==> config.mk <==
export PLATFORM = sky130hd
export DESIGN_NAME = tick_bcd_stopwatch_flat
export DESIGN_NICKNAME = d
export VERILOG_FILES = /design/src/rtl/tick_bcd_stopwatch_if.sv /design/src/rtl/tick_bcd_stopwatch.sv /design/src/flat_wrapper.sv
export SDC_FILE = /design/constraint.sdc
export NUM_CORES = 1
export LEC_CHECK = 0
export BUFFER_PORTS_ARGS = -buffer_cell sky130_fd_sc_hd__buf_2
export CELL_PAD_IN_SITES_DETAIL_PLACEMENT = 0
export CELL_PAD_IN_SITES_GLOBAL_PLACEMENT = 1
export CORE_UTILIZATION = 45
export CTS_CLUSTER_SIZE = 16
export DETAILED_ROUTE_END_ITERATION = 8
export PLACE_DENSITY = 0.76
export SYNTH_ARGS = -nofsm -noshare
export SYNTH_HDL_FRONTEND = slang
export SYNTH_SLANG_ARGS = --single-unit
export TNS_END_PERCENT = 30
==> constraint.sdc <==
create_clock -name clk -period 2.5 [get_ports clk]
set_input_delay 0 -clock clk [delete_from_list [all_inputs] [get_ports clk]]
set_output_delay 0 -clock clk [all_outputs]
set_load 0.03 [all_outputs]
==> src/rtl/tick_bcd_stopwatch_if.sv <==
// rtl/tick_bcd_stopwatch_if.sv - stopwatch tick/button/display bundle; lap signals under STOPWATCH_LAP_EN
interface tick_bcd_stopwatch_if #(
  parameter int NUM_DIGITS = 4
);
  logic                    tick_in;
  logic                    start_stop;
  logic                    clear;
  logic [4*NUM_DIGITS-1:0] bcd_out;
  logic                    running;
  logic                    wrap;
`ifdef STOPWATCH_LAP_EN
  logic                    lap;
  logic                    lap_active;
`endif

  modport master (
    output tick_in, start_stop, clear,
    input  bcd_out, running, wrap
`ifdef STOPWATCH_LAP_EN
    , output lap
    , input  lap_active
`endif
  );

  modport slave (
    input  tick_in, start_stop, clear,
    output bcd_out, running, wrap
`ifdef STOPWATCH_LAP_EN
    , input  lap
    , output lap_active
`endif
  );
endinterface

==> src/rtl/tick_bcd_stopwatch.sv <==
// rtl/tick_bcd_stopwatch.sv - BCD stopwatch counting synchronised tick_in edges; lap display under STOPWATCH_LAP_EN
module tick_bcd_stopwatch #(
  parameter int NUM_DIGITS = 4,
  parameter int PRESCALE   = 1,
  parameter int SATURATE   = 0
) (
  input  logic                 clk,
  input  logic                 resetn,
  tick_bcd_stopwatch_if.slave  sw
);

  localparam int          W         = 4 * NUM_DIGITS;
  localparam logic [7:0]  PCNT_LAST = 8'(PRESCALE - 1);

  typedef enum logic [1:0] {IDLE = 2'd0, RUN = 2'd1, PAUSE = 2'd2} state_t;

  state_t         state_q, state_d;
  logic           s1_q, s2_q, s3_q;
  logic           tick_edge;
  logic [7:0]     pcnt_q, pcnt_d;
  logic [W-1:0]   count_q, count_d;
  logic [W-1:0]   bcd_q, bcd_d;
  logic           running_q, running_d;
  logic           wrap_q, wrap_d;
  logic           inc, all_nines, ovf;
  logic           lap_pulse;
  logic           lap_active_q, lap_active_d;
  logic [W-1:0]   lap_q, lap_d;

  // Decimal ripple increment: each digit rolls 9->0 and carries upward.
  function automatic logic [W-1:0] bcd_incr(input logic [W-1:0] v);
    logic [W-1:0] r;
    logic         carry;
    r     = v;
    carry = 1'b1;
    for (int i = 0; i < NUM_DIGITS; i++) begin
      if (carry) begin
        if (v[4*i +: 4] == 4'd9) begin
          r[4*i +: 4] = 4'd0;
        end else begin
          r[4*i +: 4] = v[4*i +: 4] + 4'd1;
          carry       = 1'b0;
        end
      end
    end
    return r;
  endfunction

  // Three-flop synchroniser: tick_in is only ever sampled, never used as a clock.
  always_ff @(posedge clk or negedge resetn) begin
    if (!resetn) begin
      s1_q <= 1'b0;
      s2_q <= 1'b0;
      s3_q <= 1'b0;
    end else begin
      s1_q <= sw.tick_in;
      s2_q <= s1_q;
      s3_q <= s2_q;
    end
  end

  assign tick_edge = s2_q & ~s3_q;
  assign inc       = (state_q == RUN) && tick_edge && (pcnt_q == PCNT_LAST);
  assign ovf       = inc && all_nines;

`ifdef STOPWATCH_LAP_EN
  assign lap_pulse = sw.lap;
`else
  assign lap_pulse = 1'b0;
`endif

  // Detect the all-nines count that turns the next increment into an overflow.
  always_comb begin
    all_nines = 1'b1;
    for (int i = 0; i < NUM_DIGITS; i++) begin
      if (count_q[4*i +: 4] != 4'd9) all_nines = 1'b0;
    end
  end

  // State register.
  always_ff @(posedge clk or negedge resetn) begin
    if (!resetn) state_q <= IDLE;
    else         state_q <= state_d;
  end

  // Next state: clear dominates; a saturating overflow pauses the watch.
  always_comb begin
    state_d = state_q;
    if (sw.clear) begin
      state_d = IDLE;
    end else begin
      case (state_q)
        IDLE:    if (sw.start_stop) state_d = RUN;
        RUN:     if (sw.start_stop || (ovf && (SATURATE != 0))) state_d = PAUSE;
        PAUSE:   if (sw.start_stop) state_d = RUN;
        default: state_d = IDLE;
      endcase
    end
  end

  // Datapath and registered-output next values: prescaler, count, lap, display.
  always_comb begin
    pcnt_d       = pcnt_q;
    count_d      = count_q;
    wrap_d       = 1'b0;
    lap_active_d = lap_active_q;
    lap_d        = lap_q;
    if (sw.clear) begin
      pcnt_d       = 8'd0;
      count_d      = '0;
      lap_active_d = 1'b0;
    end else begin
      if ((state_q == IDLE) && sw.start_stop) begin
        pcnt_d = 8'd0;
      end else if ((state_q == RUN) && tick_edge) begin
        pcnt_d = inc ? 8'd0 : pcnt_q + 8'd1;
      end
      if (inc) begin
        if (all_nines) begin
          wrap_d = 1'b1;
          if (SATURATE == 0) count_d = '0;
        end else begin
          count_d = bcd_incr(count_q);
        end
      end
      if ((state_q == RUN) && lap_pulse) begin
        if (lap_active_q) begin
          lap_active_d = 1'b0;
        end else begin
          lap_active_d = 1'b1;
          lap_d        = count_q;
        end
      end
    end
    bcd_d     = lap_active_d ? lap_d : count_d;
    running_d = (state_d == RUN);
  end

  // Count, prescaler and output registers.
  always_ff @(posedge clk or negedge resetn) begin
    if (!resetn) begin
      pcnt_q       <= 8'd0;
      count_q      <= '0;
      bcd_q        <= '0;
      running_q    <= 1'b0;
      wrap_q       <= 1'b0;
      lap_active_q <= 1'b0;
      lap_q        <= '0;
    end else begin
      pcnt_q       <= pcnt_d;
      count_q      <= count_d;
      bcd_q        <= bcd_d;
      running_q    <= running_d;
      wrap_q       <= wrap_d;
      lap_active_q <= lap_active_d;
      lap_q        <= lap_d;
    end
  end

  assign sw.bcd_out = bcd_q;
  assign sw.running = running_q;
  assign sw.wrap    = wrap_q;
`ifdef STOPWATCH_LAP_EN
  assign sw.lap_active = lap_active_q;
`endif

endmodule
==> src/flat_wrapper.sv <==
// flat-port wrapper written by rule: the top's interface ports become plain ports
module tick_bcd_stopwatch_flat 
#(
  parameter int NUM_DIGITS = 4,
  parameter int PRESCALE   = 1,
  parameter int SATURATE   = 0
)
  (clk, resetn, sw_tick_in, sw_start_stop, sw_clear, sw_bcd_out, sw_running, sw_wrap);
  tick_bcd_stopwatch_if #(.NUM_DIGITS(NUM_DIGITS)) sw_i ();
  input  logic clk;
  input  logic resetn;
  input wire logic [$bits(sw_i.tick_in)-1:0] sw_tick_in;
  input wire logic [$bits(sw_i.start_stop)-1:0] sw_start_stop;
  input wire logic [$bits(sw_i.clear)-1:0] sw_clear;
  output wire logic [$bits(sw_i.bcd_out)-1:0] sw_bcd_out;
  output wire logic [$bits(sw_i.running)-1:0] sw_running;
  output wire logic [$bits(sw_i.wrap)-1:0] sw_wrap;
  assign sw_i.tick_in = sw_tick_in;
  assign sw_i.start_stop = sw_start_stop;
  assign sw_i.clear = sw_clear;
  assign sw_bcd_out = sw_i.bcd_out;
  assign sw_running = sw_i.running;
  assign sw_wrap = sw_i.wrap;
  tick_bcd_stopwatch #(.NUM_DIGITS(NUM_DIGITS), .PRESCALE(PRESCALE), .SATURATE(SATURATE)) u_core (.clk(clk), .resetn(resetn), .sw(sw_i));
endmodule
==> Word level (Yosys, flattened, before mapping) <==
Cells that the tools add are included.
{ "word_totals": {"ff_bits": 48, "out_inout_bits": 18, "elab_cells": 76} }
{ "classes": {"addsub": 5, "n_eq_ne": 11, "muxes": 41, "bitwise": 2, "reduce_logical": 7} }
{ "op_table": {"columns": ["cell", "n"], "rows": [
  ["16-bit 2-to-1 mux", 4],
  ["8-bit 2-to-1 mux", 4],
  ["4-bit 2-to-1 mux", 7],
  ["1-bit 2-to-1 mux", 22],
  ["4-bit by 1-bit adder with 4-bit output, second input constant", 4],
  ["4-bit == test, second input constant", 4],
  ["4-bit != test, second input constant", 4],
  ["8-bit by 1-bit adder with 8-bit output, second input constant", 1],
  ["8-bit logical NOT", 1],
  ["2-bit 2-to-1 mux", 3],
  ["2-bit by 1-bit == test with 1-bit output, second input constant", 2],
  ["2-bit case mux with 2 select lines", 1],
  ["1-bit logical AND", 3],
  ["3-bit nonzero test", 1],
  ["2-bit == test, second input constant", 1],
  ["2-bit logical NOT", 1],
  ["2-bit OR reduction", 1],
  ["1-bit bitwise AND", 1],
  ["1-bit inverter", 1]
]} }

==> Logic depth before layout (Yosys ltp) <==
Gate-level depths: netlist of the first run.
{ "logic_depth": {"depth_word": 21, "mapped_depth": 8, "depth_no_buf": 7} }

==> Worst setup path before layout of the first run <==
Ideal clock, no wire load.
{ "synth_path": {"path_kind": "reg-to-reg", "startpoint": "register u_core.pcnt_q[0]", "endpoint": "register u_core.count_q[8]", "setup_time_ns": 0.122, "arrival_ns": 1.816, "required_time_ns": 2.378, "path_slack_ns": 0.562, "stages_incl_launch_ff": 8, "n_path_buf": 0, "synth_period_minus_slack_ns": 1.938, "path_cell_list": "dfrtp_1 inv_1 ha_1 or4b_4 nor3_4 and2_4 mux2i_1 nor2_1"} }
{ "synth_via": {"elab_chain_len": 4} }
{ "synth_lines": {"columns": ["element", "line_no", "text"], "rows": [
  ["from (decl)", "tick_bcd_stopwatch.sv:20", "logic [7:0] pcnt_q, pcnt_d;"],
  ["from (signal assigned)", "tick_bcd_stopwatch.sv:150", "pcnt_q <= pcnt_d;"],
  ["8-bit logical NOT", "tick_bcd_stopwatch.sv:63", "assign inc = (state_q == RUN) && tick_edge && (pcnt_q == PCNT_LAST);"],
  ["1-bit logical AND", "tick_bcd_stopwatch.sv:63", null],
  ["16-bit 2-to-1 mux", "tick_bcd_stopwatch.sv:118", "if (inc) begin"],
  ["16-bit 2-to-1 mux", "tick_bcd_stopwatch.sv:108", "if (sw.clear) begin"],
  ["net u_core.count_d[8]", "tick_bcd_stopwatch.sv:21", "logic [W-1:0] count_q, count_d;"],
  ["to (signal assigned)", "tick_bcd_stopwatch.sv:151", "count_q <= count_d;"],
  ["to (decl)", "tick_bcd_stopwatch.sv:21", null]
]} }
The timed path passes the listed nets, and every way through them passes these cells.
A chain may end at the register's enable or synchronous reset.

==> Final worst setup path of the first run <==
Same ends and word-level chain as after synthesis.

==> summary.txt, run 1 <==
Outcome - completed
Final Hold Fails - 0
Worst EP required - 2.67 ns
Clk root buf - clkbuf_8
LEAKAGE - 0.00123 µW
TritonCTS sink count - 48
Async set or reset register ratio after synthesis - 100%
Total wire length - 4.01 mm
Initial antenna violation count - 0
Synth Register Bits - 48
First-pass GRT wire length - 7.09 mm
Sequential power share - 56.8%
Core ar. - 4750 µm²
Avg Synthesized Cell Area - 10.4 µm²
Worst IR Drop VDD - 0.338 mV
CTS tree - built
PwrDens - 546 nW/µm²
Comb power frac - 4.3%
IO buf count - 22
Synth warn - 0
Sw Pwr - 291 µW
Vias in the first global route - 1539
Post-synth EDFFs - 0
Initial Util - 47.1%
# diodes - 0
HPWL Detailed - 2.69 mm
Die Height - 72.5 µm
Final slew viol count - 0
Total number of vias - 1544
Fmax achieved - 0.467 GHz
Dominant synthesized flop cell - dfrtp_1
TritonRoute pass-1 iters - 3
Synth cell types - 46
Syn_nets - 231
Via/cell ratio - 4.96
CP endpoint kind - flop
Cells after synthesis - 216
Setup total negative slack - 0 ns
H-tree Lvls - 2
Rows - 25
Internal - 1100 µW
1st-iter DRT viols - 75
Most frequent cells in the layout - dfrtp_1, nor2_1, buf_2
Final Wtd Congestion - 0.791
Die X - 72.5 µm
Largest net degree at the start of global routing - 49
Rel. slew slack - 31.7%
Final period util - 85.6%
Layout cells sized above 1 - 18.0%
DR WL/cell - 12.9 µm
Hold slack final - 0.0933 ns
Finish-stage setup viols - 0
# fillers - 451
Clock transition at path regs - 0.08 ns
HP Class - primary input to flop
Count of nets after finishing - 258
Total congestion overflow - 0
Die footprint - 5260 µm²
Clock latency on the worst-skew pair - 0.29 ns
Most common cell after layout, fill and taps aside - dfrtp_1
Skew final - 0.00410 ns
# IOs - 23
Period minus WS final - 2.14 ns
Max-cap viol count - 0
RSZ-0062 raised after global routing - false
CP Max Fanout - 6
Routed Antenna Nets - 0
Clk pwr share - 38.9%
Pwr Total - 1390 µW
Worst Path Arrival - 2.31 ns
Longest Clk Path Bufs - 2
Crit path kind - flop to flop
Switch share - 21.0%
Gr usage total - 17.7%
Sequential fraction of the synthesis area - 53.7%
Synth-to-layout area growth - 13.4%
Post-Syn Area - 2240 µm²
CTS buffer count - 5
Startpoint types - flop
Final core occ - 53.4%
Least-Margin Pin Slew - 1.02 ns
Drc violations - 0
Yosys cell counts, types with 2 or more instances:
library cell    n  area, µm²
a21oi_1        14       70.1
and3_1          3       18.8
and3b_1         3       26.3
dfrtp_1        48       1200
dlygate4sd1_1   2       17.5
ha_1           10        125
inv_1           9       33.8
mux2i_1         4       40.0
nand2_1         5       18.8
nand2b_2        2       17.5
nand3_1         9       45.0
nand4_1         3       18.8
nor2_1         47        176
nor2b_1         3       18.8
nor3_1          9       45.0
nor3b_1         2       15.0
o21ai_0         8       40.0
o31a_1          2       17.5
or3_1           2       12.5
xnor2_1         4       35.0
xor2_1          2       17.5
worst paths after layout:
kind / from / end / slack [ns] / cells past startpoint
worst max-delay path: u_core.pcnt_q[0]$_DFFE_PN0P_ / u_core.count_q[8]$_DFF_PN0_ / 0.36 / 7
worst min-delay path: sw_clear / u_core.state_q[0]$_DFF_PN0_ / 0.09 / 2
worst max register to register: u_core.pcnt_q[0]$_DFFE_PN0P_ / u_core.count_q[8]$_DFF_PN0_ / 0.36 / 7
worst min register to register: u_core.s1_q$_DFF_PN0_ / u_core.s2_q$_DFF_PN0_ / 0.36 / 0
max in group asynchronous: resetn / u_core.count_q[0]$_DFF_PN0_ / 1.45 / 2
min in group asynchronous: resetn / u_core.pcnt_q[4]$_DFFE_PN0P_ / 0.42 / 2
registers in the layout, indices dropped and copies added, names as in the netlist:
signal,count
u_core.count_q,16
u_core.sw.bcd_out,16
u_core.pcnt_q,8
u_core.state_q,2
u_core.lap_active_q,1
u_core.s1_q,1
u_core.s2_q,1
u_core.s3_q,1
u_core.sw.running,1
u_core.sw.wrap,1
metrics by stage:
step | cells | area, µm² | setup slack [ns]
after floorplan | 216 | 2240 | 0.562
after CTS | 311 | 2540 | 0.358
after detailed placement | 300 | 2400 | 0.413
after global placement | 300 | 2400 | 0.442
after global routing | 311 | 2540 | 0.168
final | 311 | 2540 | 0.361
worst max-delay path, stage by stage, from the launching register on:
cell and delay, ns:
dfrtp_1 0.44, inv_1 0.08, ha_1 0.15, or4b_4 0.52
nor3_4 0.30, and2_4 0.22, mux2i_1 0.24, nor2_1 0.06
kinds of logic after synthesis:
logic type	share of synthesized area, %
and+or+nand+nor	25.5
DFF	53.7
AOI/OAI and AO/OA	7.04
buffers and inverters	3.58
adders and majority gates	5.59
xor gates and xnor gates	2.35
muxes	2.29
routing by layer:
| metal | share of wire [%] | vias to the layer above | GRT usage, % |
|---|---|---|---|
| met5 | 0 | - | 0 |
| met4 | 0.92 | 0 | 5.23 |
| met3 | 2.5 | 4 | 4.58 |
| met2 | 46 | 16 | 29.0 |
| met1 | 51 | 735 | 23.2 |
| li1 | - | 789 | - |
final cells by class:
class	instances	area, µm²	share of cell area [%]
sequential	48	1200	47.3
multi-input combinational	152	957	37.7
timing repair buffer	27	155	6.11
tap	67	83.8	3.30
clock buffer	6	72.6	2.86
clock inverter	2	35.0	1.38
inverter	9	33.8	1.33
timing repair:
| item | 4_1_cts | 5_1_grt |
|---|---|---|
| setup endpoints to repair | 0 | 0 |
| setup buffers | 0 | 0 |
| gates resized for setup | 0 | 0 |
| hold buffers | 3 | 0 |
| hold endpoints to repair | 50 | 0 |
power groups by stage:
stage               combinational, µW  clock, µW  sequential, µW
detailed placement               58.7          0             802
global placement                 58.0          0             802
finish                           59.5        540             787
CTS                              61.9        560             787
global route                     68.8        589             788
floorplan                        27.4          0             806
No activity file was read; power rests on OpenSTA's default activity.
==> run 2: changes to the inputs <==
Settings changed: BUFFER_PORTS_ARGS -buffer_cell sky130_fd_sc_hd__buf_2 to -buffer_cell sky130_fd_sc_hd__clkbuf_2, CTS_CLUSTER_DIAMETER from default to 200.
==> run 2 against run 1 <==
Effect of this change:
- combinational power increased by 3%
- first-iteration DRC count increased by 23%
- via count increased by 0.45%
- design area increased by 0.59%
- critical path type unchanged
- largest cell class unchanged
- flip-flop and latch count unchanged
- utilization increased by 0.32 points
- sequential power about the same
- count of clock-buffer cells in the layout decreased by 1
- hold slack improved by 0.029 ns
==> summary.txt, run 2 (synthesis gave the netlist of run 1 again) <==
# IOs - 23 (unchanged)
Finish-stage setup viols - 0 (unchanged)
CTS tree - built (unchanged)
Initial antenna violation count - 0 (unchanged)
CP Max Fanout - 6 (unchanged)
Skew final - 0.00869 ns (was 0.00410 ns)
HP Class - primary input to flop (unchanged)
# diodes - 0 (unchanged)
Worst EP required - 2.68 ns (was 2.67 ns)
Outcome - completed (unchanged)
Initial Util - 47.1% (unchanged)
HPWL Detailed - 2.69 mm (about the same)
CTS resizes - 0 (unchanged)
Worst IR Drop VDD - 0.416 mV (was 0.338 mV)
Fin worst setup slack - 0.395 ns (was 0.361 ns)
Largest net degree at the start of global routing - 49 (unchanged)
Total congestion overflow - 0 (unchanged)
CTS buffer count - 5 (unchanged)
Worst Path Arrival - 2.29 ns (was 2.31 ns)
Routed Antenna Nets - 0 (unchanged)
Core ar. - 4750 µm² (unchanged)
TritonCTS sink count - 48 (unchanged)
RSZ-0062 raised after global routing - false (unchanged)
Die footprint - 5260 µm² (unchanged)
Clock transition at path regs - 0.09 ns (was 0.08 ns)
Max-cap viol count - 0 (unchanged)
Layout cells sized above 1 - 18.8% (was 18.0%)
Clock latency on the worst-skew pair - 0.30 ns (was 0.29 ns)
Longest Clk Path Bufs - 2 (unchanged)
PwrDens - 552 nW/µm² (was 546 nW/µm²)
Most common cell after layout, fill and taps aside - dfrtp_1 (unchanged)
Die Height - 72.5 µm (unchanged)
Rel. slew slack - 61.0% (was 31.7%)
Place WS - 0.419 ns (was 0.413 ns)
FF-to-FF path depth - 7 (unchanged)
H-tree Lvls - 2 (unchanged)
Count of nets after finishing - 259 (was 258)
Die X - 72.5 µm (unchanged)
IO buf count - 22 (unchanged)
Period minus WS final - 2.10 ns (was 2.14 ns)
Least-Margin Pin Slew - 0.586 ns (was 1.02 ns)
CP endpoint kind - flop (unchanged)
Total wire length - 3.94 mm (was 4.01 mm)
Startpoint types - flop (unchanged)
TritonRoute pass-1 iters - 4 (was 3)
Final slew viol count - 0 (unchanged)
Final Wtd Congestion - 0.805 (was 0.791)
Hold Path Depth - 2 (unchanged)
Fmax achieved - 0.475 GHz (was 0.467 GHz)
Total number of vias - 1551 (was 1544)
1st-iter DRT viols - 92 (was 75)
Setup total negative slack - 0 ns (unchanged)
LEAKAGE - 0.00122 µW (was 0.00123 µW)
DR WL/cell - 12.6 µm (was 12.9 µm)
Crit path kind - flop to flop (unchanged)
Synth-to-layout area growth - 14.1% (was 13.4%)
Via/cell ratio - 4.97 (was 4.96)
Hold slack final - 0.123 ns (was 0.0933 ns)
Gr usage total - 17.4% (was 17.7%)
Final Hold Fails - 0 (unchanged)
First-pass GRT wire length - 6.98 mm (was 7.09 mm)
Vias in the first global route - 1537 (was 1539)
Drc violations - 0 (unchanged)
Clk root buf - clkbuf_8 (unchanged)
Rows - 25 (unchanged)
Most frequent cells in the layout - dfrtp_1, nor2_1, clkbuf_2 (was dfrtp_1, nor2_1, buf_2)
Final period util - 84.2% (was 85.6%)
run 2: timing repair:
item,CTS,global route
endpoints found under the hold margin,50,0
buffers inserted,0,0
hold buffers,3,0
run 2: final timing paths:
| check | start | to | slack (ns) |
|---|---|---|---|
| hold reg to reg | u_core.s1_q$_DFF_PN0_ | u_core.s2_q$_DFF_PN0_ | 0.36 |
| max in group asynchronous | resetn | u_core.count_q[9]$_DFF_PN0_ | 1.78 |
| hold / removal | sw_clear | u_core.state_q[1]$_DFF_PN0_ | 0.12 |
| setup / recovery | u_core.pcnt_q[0]$_DFFE_PN0P_ | u_core.pcnt_q[2]$_DFFE_PN0P_ | 0.40 |
| min in group asynchronous | resetn | u_core.pcnt_q[4]$_DFFE_PN0P_ | 0.31 |
| setup reg to reg | u_core.pcnt_q[0]$_DFFE_PN0P_ | u_core.pcnt_q[2]$_DFFE_PN0P_ | 0.40 |
run 2: layout make-up:
class                   count  area, µm²
multi-input cells         152        957
well taps                  67       83.8
clock buffers               5       68.8
repair buffers             28        163
fillers                   465       2200
clock inverters             3       46.3
inverters                   9       33.8
flip-flops and latches     48       1200
run 2: metrics by stage:
step	util, %	instances	power [µW]	cell area, µm²
finish	53.7	312	1410	2550
global route	53.7	312	1470	2550
CTS	53.7	312	1430	2550
detailed placement	50.7	301	862	2410
global placement	50.7	301	861	2410
floorplan	-	216	833	2240
run 2: critical path: stages (launching register included):
cell and delay [ns]:
dfrtp_1 0.44, inv_1 0.08, ha_1 0.14, or4b_4 0.52, o21ai_0 0.50, nor3b_1 0.11
a21oi_1 0.14, nor2_1 0.05
run 2: metal layers:
layer | vias up | track usage (%) | routed length [µm]
met4 | 0 | 5.23 | 45
met1 | 741 | 23.6 | 1990
met5 | - | 0 | 0
li1 | 783 | - | -
met3 | 7 | 4.58 | 131
met2 | 20 | 27.5 | 1770
run 2: power by group:
part | switching (µW) | internal [µW] | leakage (µW)
clock | 260 | 301 | 0.0000548
combinational | 43.4 | 17.5 | 0.000500
sequential | 4.56 | 782 | 0.000661
total | 308 | 1100 | 0.00122
==> run 3: changes to the inputs <==
Settings changed: ABC_AREA from default to 1, CORE_UTILIZATION 45 to 40, PLACE_DENSITY 0.76 to 0.73.
Clock period 2.5 ns to 1.8 ns, I/O delays scaled along.
==> run 3 against run 2 <==
Effect of this change:
- die area increased by 27%
- largest cell class unchanged
- design area increased by 16%
- flip-flop and latch count unchanged
- maximum frequency increased by 27%
- first-iteration DRC count decreased by 17%
==> summary.txt, run 3 <==
Outcome - completed (unchanged)
Layout cells sized above 1 - 21.7% (was 18.8%)
Worst reg2reg setup slack - 0.14 ns (was 0.40 ns)
Longest Clk Path Bufs - 2 (unchanged)
Rel. slew slack - 59.6% (was 61.0%)
Synth Register Bits - 48 (unchanged)
List of most frequent post-synthesis cells - nand2_1, dfrtp_1, inv_1 (was dfrtp_1, nor2_1, a21oi_1)
Comb power frac - 8.8% (was 4.3%)
Die footprint - 6690 µm² (was 5260 µm²)
Vias in the first global route - 1788 (was 1537)
Core ar. - 6030 µm² (was 4750 µm²)
Syn_nets - 323 (was 231)
Final slew viol count - 0 (unchanged)
HP Class - primary input to async pin (was primary input to flop)
Period minus WS final - 1.66 ns (was 2.10 ns)
Rows - 28 (was 25)
Xor/xnor share of the synthesized area - 1.38% (was 2.35%)
Max-cap viol count - 0 (unchanged)
Clk pwr share - 39.0% (was 39.8%)
DR WL/cell - 12.3 µm (was 12.6 µm)
Clock latency on the worst-skew pair - 0.31 ns (was 0.30 ns)
Drc violations - 0 (unchanged)
# diodes - 0 (unchanged)
Count leader, synth - nand2_1 (was dfrtp_1)
Total wire length - 5.20 mm (was 3.94 mm)
Avg Synthesized Cell Area - 8.27 µm² (was 10.4 µm²)
Cells after synthesis - 308 (was 216)
Initial Util - 42.3% (was 47.1%)
Startpoint types - flop (unchanged)
Sequential power share - 52.2% (was 55.8%)
Worst Path Arrival - 1.90 ns (was 2.29 ns)
RR Endpoint - u_core.sw.bcd_out[13]$_DFF_PN0_ (was u_core.pcnt_q[2]$_DFFE_PN0P_)
Post-synth EDFFs - 0 (unchanged)
Skew final - 0.0101 ns (was 0.00869 ns)
First-pass GRT wire length - 8.58 mm (was 6.98 mm)
Async set or reset register ratio after synthesis - 100% (unchanged)
Total number of vias - 2019 (was 1551)
CP Max Fanout - 7 (was 6)
LEAKAGE - 0.00166 µW (was 0.00122 µW)
CP endpoint kind - flop (unchanged)
Routed Antenna Nets - 0 (unchanged)
IO buf count - 22 (unchanged)
Area leader, netlist - dfrtp_1 (unchanged)
Synth area leaders - dfrtp_1, nand2_1, inv_1 (was dfrtp_1, nor2_1, ha_1)
Gr usage total - 17.3% (was 17.4%)
Internal - 1620 µW (was 1100 µW)
Adder-cell area share of the yosys netlist - 4.91% (was 5.59%)
TritonCTS sink count - 48 (unchanged)
Final core occ - 49.3% (was 53.7%)
Crit path kind - flop to flop (unchanged)
Switch share - 24.6% (was 21.9%)
Simple-Gate Fraction of Synth Area - 33.6% (was 25.5%)
Fmax achieved - 0.602 GHz (was 0.475 GHz)
# IOs - 23 (unchanged)
1st-iter DRT viols - 76 (was 92)
HPWL Detailed - 3.69 mm (was 2.69 mm)
Die Height - 81.8 µm (was 72.5 µm)
PwrDens - 723 nW/µm² (was 552 nW/µm²)
Via/cell ratio - 4.80 (was 4.97)
Synth-to-layout area growth - 16.6% (was 14.1%)
Dominant synthesized flop cell - dfrtp_1 (unchanged)
Largest net degree at the start of global routing - 28 (was 49)
Worst IR Drop VDD - 0.343 mV (was 0.416 mV)
Final period util - 92.4% (was 84.2%)
Final Hold Fails - 0 (unchanged)
Hold slack final - 0.226 ns (was 0.123 ns)
Total congestion overflow - 0 (unchanged)
Synth cell types - 27 (was 46)
Clock transition at path regs - 0.10 ns (was 0.09 ns)
Finish-stage setup viols - 0 (unchanged)
Count of nets after finishing - 360 (was 259)
Start of the worst register-to-register path - u_core.count_q[1]$_DFF_PN0_ (was u_core.pcnt_q[0]$_DFFE_PN0P_)
FF-to-FF path depth - 10 (was 7)
Die X - 81.8 µm (was 72.5 µm)
H-tree Lvls - 2 (unchanged)
Sequential fraction of the synthesis area - 47.2% (was 53.7%)
Most frequent cells in the layout - nand2_1, dfrtp_1, inv_1 (was dfrtp_1, nor2_1, clkbuf_2)
Compound-cell area share of the yosys netlist - 5.21% (was 7.04%)
Largest family of logic cells by synthesized area - simple AND/OR/NAND/NOR gates (unchanged)
Synth warn - 0 (unchanged)
Least-Margin Pin Slew - 0.605 ns (was 0.586 ns)
Most common cell after layout, fill and taps aside - nand2_1 (was dfrtp_1)
CTS buffer count - 5 (unchanged)
Post-Syn Area - 2550 µm² (was 2240 µm²)
Initial antenna violation count - 0 (unchanged)
Multiplexer share of the synthesized area - 0% (was 2.29%)
Sw Pwr - 528 µW (was 308 µW)
Final Wtd Congestion - 0.752 (was 0.805)
Clk root buf - clkbuf_8 (unchanged)
Worst EP required - 2.04 ns (was 2.68 ns)
CTS tree - built (unchanged)
TritonRoute pass-1 iters - 4 (unchanged)
Post-synth top area share - 47.2% (was 53.7%)
-- run 3: cell types whose count changed after synthesis, moves of 4 or more --
cell     change
inv_1       +29
nand3_2      +6
nand3_1     +19
mux2i_1      -4
nor3_1       -4
nor2_2       +7
o21ai_1      +5
nor2_1      -19
nor3_2       +4
nand2_2      +5
xnor2_1      -4
nand2_1     +71
-- run 3: critical path, cell delays in order (launching register included) --
cell     delay, ns
dfrtp_1       0.42
inv_1         0.09
ha_1          0.20
nand2_2       0.08
nor2_4        0.21
nand2_4       0.11
nor2_8        0.13
nand2_2       0.07
nand2_1       0.07
nand3_2       0.08
nor2_2        0.13
-- run 3: timing repair --
item                                    in CTS  in global routing
setup buffers                                0                  3
hold buffers                                 5                  0
gates resized for setup                      0                  1
endpoints found under the hold margin       25                  0
endpoints found under the setup margin       0                  6
-- run 3: metal layers --
| layer | track usage, % | vias up | share of wire, % |
|---|---|---|---|
| met4 | 5.26 | 0 | 1.2 |
| li1 | - | 1043 | - |
| met3 | 4.00 | 5 | 2.2 |
| met5 | 0 | - | 0 |
| met2 | 27.2 | 20 | 47 |
| met1 | 23.5 | 951 | 50 |
-- run 3: worst max path at each step --
stage / end / startpoint
floorplan: u_core.sw.bcd_out[15]$_DFF_PN0_ / u_core.count_q[1]$_DFF_PN0_
global placement: u_core.sw.bcd_out[13]$_DFF_PN0_ / u_core.count_q[1]$_DFF_PN0_
detailed placement: u_core.sw.bcd_out[14]$_DFF_PN0_ / u_core.count_q[1]$_DFF_PN0_
CTS: u_core.sw.bcd_out[13]$_DFF_PN0_ / u_core.count_q[1]$_DFF_PN0_
global route: u_core.sw.bcd_out[15]$_DFF_PN0_ / u_core.count_q[1]$_DFF_PN0_
finish: u_core.sw.bcd_out[13]$_DFF_PN0_ / u_core.count_q[1]$_DFF_PN0_
-- run 3: cell families after synthesis --
logic type,after synthesis
and+or+nand+nor,172
buffers and inverters,48
AOI/OAI and AO/OA,26
DFF,48
xor gates and xnor gates,4
adders and majority gates,10
-- run 3: per-stage QoR --
| stage | worst slack (ns) | setup TNS (ns) | cells | area (µm²) | total power (µW) |
|---|---|---|---|---|---|
| final | 0.138 | 0 | 421 | 2970 | 2150 |
| after CTS | 0.135 | 0 | 418 | 2940 | 2170 |
| after global routing | -0.00691 | -0.0101 | 421 | 2970 | 2230 |
| after global placement | 0.171 | 0 | 405 | 2770 | 1330 |
| after floorplan | 0.339 | 0 | 308 | 2550 | 1260 |
| after detailed placement | 0.155 | 0 | 405 | 2770 | 1330 |
-- run 3: layout make-up --
type / count / area (µm²)
clock buffer: 6 / 82.6
clock inverter: 2 / 38.8
fill: 584 / 3060
inverter: 41 / 154
multi-input combinational: 212 / 1150
sequential: 48 / 1200
tap: 75 / 93.8
timing repair buffer: 37 / 248
-- run 3: power by group through the flow --
stage	sequential, µW	combinational, µW	clock (µW)
finish	1120	189	837
global route	1130	216	891
CTS	1120	193	856
detailed placement	1140	183	0
global placement	1140	182	0
floorplan	1160	94.3	0
